### config.mk
export PLATFORM = sky130hd
export DESIGN_NAME = rs_issue_scheduler
export DESIGN_NICKNAME = d
export VERILOG_FILES = /design/src/rtl/rs_issue_scheduler.sv
export SDC_FILE = /design/constraint.sdc
export NUM_CORES = 1
export LEC_CHECK = 0
export CORE_MARGIN = 3
export CORE_UTILIZATION = 40
export DETAILED_ROUTE_END_ITERATION = 16
export GPL_ROUTABILITY_DRIVEN = 0
export SLEW_MARGIN = 20
export SYNTH_ARGS = -nofsm -noshare
export SYNTH_HDL_FRONTEND = slang
export SYNTH_SLANG_ARGS = --single-unit
### constraint.sdc
create_clock -name i_clk -period 11.77 [get_ports i_clk]
set_input_delay 2.354 -clock i_clk [delete_from_list [all_inputs] [get_ports i_clk]]
set_output_delay 2.354 -clock i_clk [all_outputs]
set_load 0.02 [all_outputs]
### src/rtl/rs_issue_scheduler.sv
// Reservation-station issue scheduler: tag-based operand wakeup, oldest-ready select, registered issue port.
// Optional build macro RS_SCHED_PERF_EN adds the o_stall_cycles dispatch-stall counter.
module rs_issue_scheduler #(
    parameter int RS_SIZE  = 4,
    parameter int REG_SIZE = 64,
    parameter int TAG_W    = 5
) (
    input  logic                         i_clk,
    input  logic                         i_reset,
    input  logic                         i_flush,
    input  logic                         i_disp_valid,
    output logic                         o_disp_ready,
    input  logic                         i_disp_op1_valid,
    input  logic [TAG_W-1:0]             i_disp_op1_tag,
    input  logic [REG_SIZE-1:0]          i_disp_op1_value,
    input  logic                         i_disp_op2_valid,
    input  logic [TAG_W-1:0]             i_disp_op2_tag,
    input  logic [REG_SIZE-1:0]          i_disp_op2_value,
    input  logic [TAG_W-1:0]             i_disp_dst_tag,
    input  logic                         i_cdb_valid,
    input  logic [TAG_W-1:0]             i_cdb_tag,
    input  logic [REG_SIZE-1:0]          i_cdb_value,
    output logic                         o_issue_valid,
    input  logic                         i_issue_ready,
    output logic [REG_SIZE-1:0]          o_issue_op1,
    output logic [REG_SIZE-1:0]          o_issue_op2,
    output logic [TAG_W-1:0]             o_issue_dst_tag,
    output logic [$clog2(RS_SIZE+1)-1:0] o_occupancy
`ifdef RS_SCHED_PERF_EN
    ,
    output logic [31:0]                  o_stall_cycles
`endif
);
    localparam int OCC_W  = $clog2(RS_SIZE + 1);
    localparam int RANK_W = $clog2(RS_SIZE);

    logic [RS_SIZE-1:0]  busy_q;
    logic [RS_SIZE-1:0]  op1_vld_q;
    logic [RS_SIZE-1:0]  op2_vld_q;
    logic [TAG_W-1:0]    op1_tag_q [RS_SIZE];
    logic [TAG_W-1:0]    op2_tag_q [RS_SIZE];
    logic [REG_SIZE-1:0] op1_val_q [RS_SIZE];
    logic [REG_SIZE-1:0] op2_val_q [RS_SIZE];
    logic [TAG_W-1:0]    dst_tag_q [RS_SIZE];
    logic [RANK_W-1:0]   rank_q    [RS_SIZE];

    logic                occ_unused_hi;
    logic [OCC_W-1:0]    occ_q, occ_d;
    logic                issue_valid_q;
    logic [REG_SIZE-1:0] issue_op1_q, issue_op2_q;
    logic [TAG_W-1:0]    issue_dst_q;

    logic                disp_ready;
    logic                disp_fire;
    logic                can_load;
    logic                issue_fire;
    logic                sel_found, free_found;
    logic [RANK_W-1:0]   sel_idx, sel_rank, free_idx, new_rank;
    logic                disp_op1_vld, disp_op2_vld;
    logic [REG_SIZE-1:0] disp_op1_val, disp_op2_val;

    assign disp_ready = (occ_q != OCC_W'(RS_SIZE));
    assign can_load   = !issue_valid_q || i_issue_ready;

    // Oldest-ready select uses pre-edge operand state, so a wakeup is visible one cycle later.
    always_comb begin
        sel_found  = 1'b0;
        sel_idx    = '0;
        sel_rank   = '0;
        free_found = 1'b0;
        free_idx   = '0;
        for (int i = 0; i < RS_SIZE; i++) begin
            if (busy_q[i] && op1_vld_q[i] && op2_vld_q[i] &&
                (!sel_found || rank_q[i] < sel_rank)) begin
                sel_found = 1'b1;
                sel_idx   = RANK_W'(i);
                sel_rank  = rank_q[i];
            end
        end
        for (int i = RS_SIZE - 1; i >= 0; i--) begin
            if (!busy_q[i]) begin
                free_found = 1'b1;
                free_idx   = RANK_W'(i);
            end
        end
    end

    assign issue_fire = can_load && sel_found;
    assign disp_fire  = i_disp_valid && disp_ready && free_found;

    // A same-cycle issue shifts every younger rank down, so the newcomer lands one slot lower.
    assign occ_unused_hi = 1'b0;
    assign new_rank = issue_fire ? RANK_W'(occ_q - OCC_W'(1)) : RANK_W'(occ_q);
    assign occ_d    = occ_q + OCC_W'(disp_fire) - OCC_W'(issue_fire);

    // CDB bypass into the dispatch slot.
    assign disp_op1_vld = i_disp_op1_valid || (i_cdb_valid && i_disp_op1_tag == i_cdb_tag);
    assign disp_op2_vld = i_disp_op2_valid || (i_cdb_valid && i_disp_op2_tag == i_cdb_tag);
    assign disp_op1_val = i_disp_op1_valid ? i_disp_op1_value : i_cdb_value;
    assign disp_op2_val = i_disp_op2_valid ? i_disp_op2_value : i_cdb_value;

    always_ff @(posedge i_clk) begin
        if (i_reset || i_flush) begin
            busy_q        <= '0;
            issue_valid_q <= 1'b0;
            occ_q         <= '0;
            if (i_reset) begin
                issue_op1_q <= '0;
                issue_op2_q <= '0;
                issue_dst_q <= '0;
            end
        end else begin
            occ_q <= occ_d;
            for (int i = 0; i < RS_SIZE; i++) begin
                if (busy_q[i]) begin
                    if (i_cdb_valid && !op1_vld_q[i] && op1_tag_q[i] == i_cdb_tag) begin
                        op1_vld_q[i] <= 1'b1;
                        op1_val_q[i] <= i_cdb_value;
                    end
                    if (i_cdb_valid && !op2_vld_q[i] && op2_tag_q[i] == i_cdb_tag) begin
                        op2_vld_q[i] <= 1'b1;
                        op2_val_q[i] <= i_cdb_value;
                    end
                    if (issue_fire && rank_q[i] > sel_rank) begin
                        rank_q[i] <= rank_q[i] - RANK_W'(1);
                    end
                end
            end
            if (issue_fire) begin
                busy_q[sel_idx] <= 1'b0;
            end
            if (disp_fire) begin
                busy_q[free_idx]    <= 1'b1;
                op1_vld_q[free_idx] <= disp_op1_vld;
                op1_tag_q[free_idx] <= i_disp_op1_tag;
                op1_val_q[free_idx] <= disp_op1_val;
                op2_vld_q[free_idx] <= disp_op2_vld;
                op2_tag_q[free_idx] <= i_disp_op2_tag;
                op2_val_q[free_idx] <= disp_op2_val;
                dst_tag_q[free_idx] <= i_disp_dst_tag;
                rank_q[free_idx]    <= new_rank;
            end
            if (can_load) begin
                issue_valid_q <= sel_found;
                if (sel_found) begin
                    issue_op1_q <= op1_val_q[sel_idx];
                    issue_op2_q <= op2_val_q[sel_idx];
                    issue_dst_q <= dst_tag_q[sel_idx];
                end
            end
        end
    end

`ifdef RS_SCHED_PERF_EN
    logic [31:0] stall_q, stall_d;

    assign stall_d = (i_disp_valid && !disp_ready && stall_q != 32'hFFFF_FFFF) ?
                     stall_q + 32'd1 : stall_q;

    always_ff @(posedge i_clk) begin
        if (i_reset) begin
            stall_q <= '0;
        end else begin
            stall_q <= stall_d;
        end
    end

    assign o_stall_cycles = stall_q;
`endif

    assign o_disp_ready    = disp_ready;
    assign o_occupancy     = occ_q | OCC_W'(occ_unused_hi);
    assign o_issue_valid   = issue_valid_q;
    assign o_issue_op1     = issue_op1_q;
    assign o_issue_op2     = issue_op2_q;
    assign o_issue_dst_tag = issue_dst_q;

endmodule

==> run summary, run 1 <==
Status: complete, no violations
Leakage: 0.0148 uW
# port buffers: 357
Setup violators final: 0
Inserted Clock Buffers: 83
Post-synth top area cell: edfxtp_1
DR DRC count: 0
Vias in the first global route: 22600
Die footprint: 0.0905 mm2
Hold Slack: 564 ps
DP Cell Count: 3704
Synth area leaders: edfxtp_1 (62%), mux2_2 (17%), mux2i_1 (7.8%)
RSZ-0062 raised after global routing: false
# hold bufs at CTS: 0
Worst-path fanout max: 135
Core Box Area: 0.0857 mm2
Worst Skew: 27.3 ps
IR drop worst, VDD: 103 uV
Finished layout cell area: 0.0423 mm2
Post CTS Setup Buffer Count: 0
Worst-Skew Late Latency: 630 ps
Vias: 21600
Flops & latches, synth: 729
Highest metal used: met5
Fin. Hold Viols: 0
Slowest-stage cell, CP: or2_2
Post-detail-place hpwl: 58.3 mm
Commonest non-fill, non-tap cell in the layout: edfxtp_1
Maxcap violations: 0
CTS tree: done
Largest net degree at the start of global routing: 136
Crit Path Class: in2reg
I/O Pins: 358
Cell Area, Synth: 0.0348 mm2
Clock power frac: 42.2%
Detailed Route Iter0 Violations: 1502
Final period util: 48.9%
Initial Util: 40.6%
Initial antenna violation count: 18
PwrDens: 138 mW/mm2
Switching power: 1280 uW
# clock sinks: 729
Critical Path End Type: flop
Cells after Synth: 2326
Post-synthesis sequential area ratio: 62.7%
Die span in y: 301 um
Most frequent cells in the layout: edfxtp_1 (721), mux2_2 (512), clkdlybuf4s50_1 (357), mux2i_1 (270), nand2_1 (145)
Ys async rst share: 0%
Max Fclk: 174 MHz
Layout cells sized above 1: 25.5%
Reg-to-Reg Start: busy_q[0]
Layout net count: 2875
Sequential power share: 50.2%
Distinct cells, synth: 56
Final Max Tran Viols: 0
First-pass GRT wire length: 149 mm
Post-synth EDFFs: 721
Rows: 107
M1 WL: 42.9 mm
Clock Path Buffers: 3
CP Cell Sequence: clkdlybuf4s50_1 > or2_2 > inv_8 > and2_1 > buf_4 > nand2_4 > buf_4 > mux2_2
Total track usage: 22.1%
Setup TNS: 0 ps
Internal: 4560 uW
Vias per cell: 5.57
First-pass DRT Iterations: 5
Syn_nets: 2556
Arr. time, crit path: 6130 ps
Die span in x: 301 um
Clock-pin slew on the worst setup and hold paths: 60 ps
Top cell type's share of synthesized area: 62.2%
Max stage delay on crit path: 670 ps
Period minus WS final: 5760 ps
Relative slew margins: 23.6%
Wire length on met2: 49.8 mm
Average wire per standard cell: 26.2 um
# resized after CTS: 0
Area grow syn2layout: 21.6%
Least-Margin Pin Slew: 1150 ps
Primary FF master, synth: edfxtp_1
CP Launch Point: i_flush
Placed instance area: 0.0397 mm2
H-tree depth: 3
Synth warn: 0
Crit path setup slack, layout: 6010 ps
Routed WL: 101 mm
Comb pwr share: 7.6%
Syn Area/Cell: 15.0 um2
Startpoint Class: input port
Worst hold path class: reg2reg
WP data required: 12140 ps
Met3 Wirelength: 6.81 mm
Final ANT Viol Nets: 0
Finished Layout Cells: 3869
Switching part of the total: 21.8%
Post-place setup slack: 5310 ps
CTS root buffer: clkbuf_16
Hold Path Origin: o_issue_valid
Most frequent cell on the critical path: buf_4
GR Overflow Total: 0
[logic make-up (layout without fill, tap and decap cells)]
logic type,Yosys count,after routing,share of synthesized area [%]
buf+inv,175,559,2.05
xor+xnor,57,57,1.44
simple gates,382,382,5.05
fa+ha+maj,12,12,0.439
flops,729,729,62.7
other cells,0,15,0
mux,782,782,24.3
compound gates,189,189,3.98
[stage by stage]
step / utilization (%) / power, uW
final: 49.4 / 5840
after global routing: 49.3 / 6040
after CTS: 49.3 / 5910
after detailed placement: 46.3 / 3430
after global placement: 46.3 / 3420
after floorplan: - / 3200
[worst paths after layout]
check,endpoint,slack [ps],cells past startpoint
worst max-delay path,op1_val_q[1][10],6010,8
worst min-delay path,o_issue_valid,560,2
worst max register to register,o_issue_op1[34],6040,11
worst min register to register,o_issue_valid,560,2
[synth_stat cells, types with 4 or more instances]
cell type,instances
inv_1,11
nor3_1,15
nor4_1,10
mux2_2,512
and3_1,4
o21ai_0,6
xnor2_1,40
nand2_1,153
edfxtp_1,721
dfxtp_1,8
buf_4,5
o211ai_1,133
nor2_1,33
nand4_1,8
a31oi_1,5
nand3_1,139
buf_2,22
clkbuf_1,124
xor2_1,17
a21oi_1,21
buf_1,11
mux2i_1,270
and2_1,4
ha_1,9
[sequential cells by signal, indices dropped and copies added, names as in the netlist, 5 cells and up]
name and cells:
dst_tag_q 20, op1_val_q 256, op1_tag_q 20, rank_q 8, o_issue_op1 64, op2_tag_q 20
op2_val_q 256, o_issue_dst_tag 5, o_issue_op2 64
[power groups by stage]
stage	logic, uW	clock network [uW]	registers, uW
2_1_floorplan	182	0	3020
3_3_place_gp	433	0	2980
3_5_place_dp	444	0	2980
4_1_cts	446	2530	2930
5_1_grt	478	2630	2930
6_report	442	2470	2930
[area by class of cell]
type | instances | area, um2
diodes | 15 | 37.5
clock buffers | 112 | 2230
clock inverters | 38 | 335
fillers | 7306 | 43400
inverters | 11 | 48.8
multi-input cells | 1422 | 12500
flip-flops and latches | 729 | 21800
well taps | 1144 | 1430
repair buffers | 398 | 3930
[metal layers]
layer | GRT usage, % | vias to the layer above
met5 | 0 | -
met4 | 5.77 | 10
met3 | 4.94 | 112
met2 | 37.1 | 627
met1 | 29.1 | 11100
li1 | - | 9730
[critical path: cells and delay by family]
| kind | cells | cell delay [ps] |
|---|---|---|
| AND/OR/NAND/NOR | 3 | 1450 |
| multiplexers | 1 | 410 |
| buffers and inverters | 4 | 1770 |
(Power assumes the default switching activity.)
==> inputs of run 2 (changes only) <==
Clock period 11.77 ns to 4.9 ns, I/O delays scaled along.
==> run 2 against run 1 <==
Compared with the run above: critical endpoint is now o_issue_dst_tag[3]; critical path depth grew 3; worst hold slack worse by 28 ps; clock skew decreased by 3.7 ps; critical path type is now reg2reg; sequential share of layout area decreased by 0.31 points.
==> run summary, run 2 (same netlist as run 1, synthesis figures left out) <==
Status: complete, no violations
Maxcap violations: 0 (unchanged)
CTS root buffer: clkbuf_16
Reg2reg end: o_issue_dst_tag[3]
# clock sinks: 729 (unchanged)
WP data required: 5230 ps (-6910 ps)
Total track usage: 22.3% (+0.18 points)
Critical Path End Type: flop
Commonest non-fill, non-tap cell in the layout: edfxtp_1
Setup violators final: 0 (unchanged)
Setup TNS: 0 ps (unchanged)
Final Max Tran Viols: 0 (unchanged)
DR DRC count: 0 (unchanged)
Vias: 21800 (+1.2%)
Layout cells sized above 1: 26.1% (+0.63 points)
Die span in x: 301 um (unchanged)
Hold Path Depth: 2 (unchanged)
Worst hold path class: reg2reg
Final ANT Viol Nets: 0 (unchanged)
GR Overflow Total: 0 (unchanged)
# resized after CTS: 0 (unchanged)
Rows: 107 (unchanged)
Clock-pin slew on the worst setup and hold paths: 60 ps (about the same)
Met1 usage: 29.6% (+0.48 points)
Layout net count: 2893 (+0.63%)
CTS tree: done
Vias in the first global route: 22600 (-0.15%)
CP Launch Point: busy_q[0]
GR peak layer: met2
Most frequent cells in the layout: edfxtp_1 (721), mux2_2 (512), clkdlybuf4s50_1 (357), mux2i_1 (270), nand2_1 (145)
Least-Margin Pin Slew: 957 ps (-189 ps)
Largest net degree at the start of global routing: 135 (-0.74%)
Final period util: 92.2%
Detailed Route Iter0 Violations: 1672 (+11%)
Inserted Clock Buffers: 81 (-2.4%)
Routed WL: 102 mm (+1.2%)
RSZ-0062 raised after global routing: false
Die footprint: 0.0905 mm2 (unchanged)
Endpoint of the worst setup timing path: o_issue_dst_tag[3]
Worst-path fanout max: 60 (-56%)
Placed instance area: 0.0401 mm2 (+1.0%)
Max Fclk: 221 MHz
H-tree depth: 3 (unchanged)
First-pass GRT wire length: 150 mm (+0.48%)
Initial antenna violation count: 15 (-3)
Fin. Hold Viols: 0 (unchanged)
Hold Path Origin: o_issue_valid
Post-place setup slack: 476 ps (-4830 ps)
Post CTS Setup Buffer Count: 0 (unchanged)
# port buffers: 357 (unchanged)
Arr. time, crit path: 4850 ps (-1280 ps)
I/O Pins: 358 (unchanged)
PwrDens: 326 mW/mm2 (+140%)
Leakage: 0.0149 uW (+1.0%)
Startpoint Class: flop
Worst reg2reg path depth: 11 (unchanged)
Worst Skew: 23.6 ps (-3.70 ps)
IR drop worst, VDD: 246 uV (+140%)
Core Box Area: 0.0857 mm2 (unchanged)
Die span in y: 301 um (unchanged)
Met3 Usage GRT: 3.66% (-1.3 points)
Crit Path Class: reg2reg
Area grow syn2layout: 22.3%
# hold bufs at CTS: 0 (unchanged)
Worst-Skew Late Latency: 620 ps (about the same)
Clock Path Buffers: 3 (unchanged)
Biggest regs: op1_val_q (256), op2_val_q (256)
Finished layout cell area: 0.0425 mm2 (+0.61%)
Average wire per standard cell: 26.5 um (+1.4%)
Relative slew margins: 36.1% (+12 points)
Post-detail-place hpwl: 60.3 mm (+3.4%)
Crit path setup slack, layout: 382 ps (-5630 ps)
R2R setup slack: 380 ps (-5660 ps)
Vias per cell: 5.64 (+1.3%)
Period minus WS final: 4520 ps
Global routing usage on met2: 38.1% (+1.1 points)
Fill count: 7389 (+1.1%)
Reg-to-Reg Start: busy_q[0]
Initial Util: 40.6% (unchanged)
First-pass DRT Iterations: 5 (unchanged)
==> run 2: cell types whose count changed in the layout (fill, tap and decap cells not counted), sizes merged <==
cell,delta
clkinvlp,-2
clkinv,-1
buf,+20
clkbuf,-10
diode,-10
inv,-2
bufinv,-1
==> run 2: routing by layer <==
layer / share of wire (%) / vias to the layer above
met5: 0.083 / -
met4: 1.7 / 14
met3: 6.1 / 117
met2: 50 / 708
met1: 42 / 11200
li1: - / 9745
==> run 2: power breakdown <==
part	switching (uW)	total (uW)	internal [uW]
combinational	549	1080	529
clock	2410	5730	3320
sequential	51.9	7040	6990
==> run 2: worst max-delay path, cell delays in order (launching register included) <==
cell	delay, ps
dfxtp_1	510
and3_1	440
nand2_1	110
ha_1	330
a211oi_2	370
o21ai_1	220
a21oi_1	460
o31ai_1	230
nor2_4	160
buf_12	430
buf_4	650
mux2i_1	170
==> run 2: how the worst min path moves through the flow <==
| stage | slack, ps | endpoint |
|---|---|---|
| 4_1_cts | 540 | o_issue_valid |
| 6_report | 540 | o_issue_valid |
| 3_5_place_dp | 530 | o_issue_valid |
| 5_1_grt | 580 | o_issue_valid |
| 3_3_place_gp | 520 | o_issue_valid |
| 2_1_floorplan | 570 | o_issue_op1[0] |
==> run 2: through the flow <==
step	hold slack [ps]	total power (uW)	cells	utilization [%]
2_1_floorplan	566	7670	2326	-
3_3_place_gp	521	8220	3724	46.8
3_5_place_dp	529	8250	3724	46.8
4_1_cts	538	14000	3858	49.6
5_1_grt	578	14300	3860	49.6
6_report	536	13900	3863	49.7
==> run 2: layout make-up <==
cell class	instances	area (um2)	share of cell area, %
antenna	5	12.5	0.0294
clock buffer	102	2170	5.10
clock inverter	32	270	0.635
inverter	11	48.8	0.115
multi-input combinational	1422	12500	29.3
sequential	729	21800	51.3
tap	1144	1430	3.36
timing repair buffer	418	4350	10.2
==> inputs of run 3 (changes only) <==
Settings changed: CORE_MARGIN 3 to not set, GPL_ROUTABILITY_DRIVEN 0 to not set.
==> run 3 against run 2 <==
Compared with the run above: routed wire length down 1.5%; setup slack better by 42 ps; maximum frequency up 0.94%; design area about the same; final cell count up 0.49%; sequential power about the same; first-iteration DRC count up 3.5%; die area down 2.6%; register-to-register slack better by 40 ps; via count down 0.55%.
==> run summary, run 3 (same netlist as run 1, synthesis figures left out) <==
Max stage delay on crit path: 520 ps (-130 ps)
Worst-path fanout max: 11 (-82%)
Placed instance area: 0.0401 mm2 (about the same)
Relative slew margins: 28.7% (-7.4 points)
Core Box Area: 0.0857 mm2 (unchanged)
Clock Path Buffers: 3 (unchanged)
CTS root buffer: clkbuf_16
Routed WL: 101 mm (-1.5%)
Worst Skew: 28.9 ps (+5.31 ps)
Initial Util: 40.6% (unchanged)
Worst hold path class: reg2reg
Least-Margin Pin Slew: 1070 ps (+113 ps)
Average wire per standard cell: 26.0 um (-1.9%)
Total track usage: 22.6% (+0.27 points)
Clock-pin slew on the worst setup and hold paths: 60 ps (about the same)
Leakage: 0.0149 uW (about the same)
Status: complete, no violations
Biggest regs: op1_val_q (256), op2_val_q (256)
DR DRC count: 0 (unchanged)
# clock sinks: 729 (unchanged)
Die span in y: 297 um (-1.3%)
Inserted Clock Buffers: 82 (+1.2%)
IR drop worst, VDD: 229 uV (-7.0%)
Final Max Tran Viols: 0 (unchanged)
Max Fclk: 223 MHz (+0.94%)
Internal: 10800 uW (+0.10%)
CTS tree: done
Most frequent cells in the layout: edfxtp_1 (721), mux2_2 (512), clkdlybuf4s50_1 (357), mux2i_1 (270), nand2_1 (145)
Clock power frac: 41.6% (+0.2 points)
Post CTS Setup Buffer Count: 0 (unchanged)
Total power: 13900 uW (+0.36%)
First-pass GRT wire length: 149 mm (-0.55%)
GR Overflow Total: 0 (unchanged)
Switching power: 3050 uW (+1.3%)
# port buffers: 357 (unchanged)
Rows: 107 (unchanged)
Arr. time, crit path: 4870 ps (+20 ps)
RePlAce Congestion: 0.864
Final period util: 91.3% (-0.86 points)
Commonest non-fill, non-tap cell in the layout: edfxtp_1
Setup TNS: 0 ps (unchanged)
Setup violators final: 0 (unchanged)
Hold Path Depth: 2 (unchanged)
Area grow syn2layout: 22.4% (about the same)
Fin. Hold Viols: 0 (unchanged)
Maxcap violations: 0 (unchanged)
Switching part of the total: 21.9% (+0.20 points)
Die span in x: 297 um (-1.3%)
Sequential power share: 50.7% (about the same)
Layout net count: 2894 (+0.035%)
H-tree depth: 3 (unchanged)
WP data required: 5290 ps (+60 ps)
Largest net degree at the start of global routing: 141 (+4.4%)
Worst-Skew Late Latency: 640 ps (+20 ps)
# resized after CTS: 0 (unchanged)
Vias per cell: 5.59 (-1.0%)
Initial antenna violation count: 19 (+4)
Vias: 21700 (-0.55%)
Detailed Route Iter0 Violations: 1731 (+3.5%)
Period minus WS final: 4480 ps (-42.2 ps)
Die footprint: 0.0881 mm2 (-2.6%)
Critical Path End Type: flop
RSZ-0062 raised after global routing: false
Post-detail-place hpwl: 59.9 mm (-0.68%)
Most frequent cell on the critical path: ha_1
First-pass DRT Iterations: 7 (+2)
Crit Path Class: reg2reg
Slowest-stage cell, CP: a21oi_1
Worst reg2reg path depth: 13 (+2)
Finished layout cell area: 0.0426 mm2 (about the same)
Final core occ: 49.7% (about the same)
PwrDens: 326 mW/mm2 (+0.29%)
I/O Pins: 358 (unchanged)
Vias in the first global route: 22600 (-0.13%)
Final ANT Viol Nets: 0 (unchanged)
# hold bufs at CTS: 0 (unchanged)
Comb pwr share: 7.7% (about the same)
Layout cells sized above 1: 26.1% (about the same)
Startpoint Class: flop
CP Cell Sequence: and3_1 > nand2_1 > ha_1 > a211oi_2 > o21ai_1 > a21oi_1 > o31ai_1 > or3_1 > o31a_1 > ha_1 > nor2_1 > maj3_1 > a31o_2
## run 3: path summary, 6_finish.rpt
| kind | from | end | slack (ps) |
|---|---|---|---|
| worst max register to register | busy_q[0] | rank_q[2][1] | 420 |
| worst min register to register | o_occupancy[2] | o_occupancy[2] | 570 |
| worst max-delay path | busy_q[0] | rank_q[2][1] | 420 |
| worst min-delay path | o_occupancy[2] | o_occupancy[2] | 570 |
## run 3: routing by layer
layer | global-route usage (%) | vias to the layer above | share of wire (%) | wire length (um)
li1 | - | 9756 | - | -
met1 | 29.3 | 11100 | 42 | 42300
met2 | 38.6 | 649 | 50 | 50200
met3 | 4.37 | 146 | 6.5 | 6600
met4 | 5.67 | 22 | 1.8 | 1800
met5 | 0 | - | 0.14 | 138
## run 3: final cells by class
cell class                 instances  area, um2
tap                             1144       1430
clock buffer                     109       2260
timing repair buffer             418       4310
antenna                            9       22.5
sequential                       729      21800
multi-input combinational       1422      12500
inverter                          11       48.8
clock inverter                    40        233
fill                            7368      43100
## run 3: power groups by stage
| stage | clock network (uW) | logic, uW | registers [uW] |
|---|---|---|---|
| 2_1_floorplan | 0 | 438 | 7230 |
| 3_3_place_gp | 0 | 1050 | 7170 |
| 3_5_place_dp | 0 | 1070 | 7170 |
| 4_1_cts | 5900 | 1080 | 7040 |
| 5_1_grt | 6150 | 1150 | 7050 |
| 6_report | 5790 | 1070 | 7040 |
## run 3: worst max-delay path, delay by kind of cell (launching register included)
family | cells | cell delay [ps]
DFF | 1 | 500
AOI/OAI and AO/OA | 6 | 1840
adders and majority gates | 3 | 980
and+or+nand+nor | 4 | 920
## run 3: stage by stage
step,setup WS (ps),hold slack [ps],instances
2_1_floorplan,685,566,2326
3_3_place_gp,670,537,3723
3_5_place_dp,532,556,3724
4_1_cts,502,564,3873
5_1_grt,280,600,3875
6_report,424,565,3882
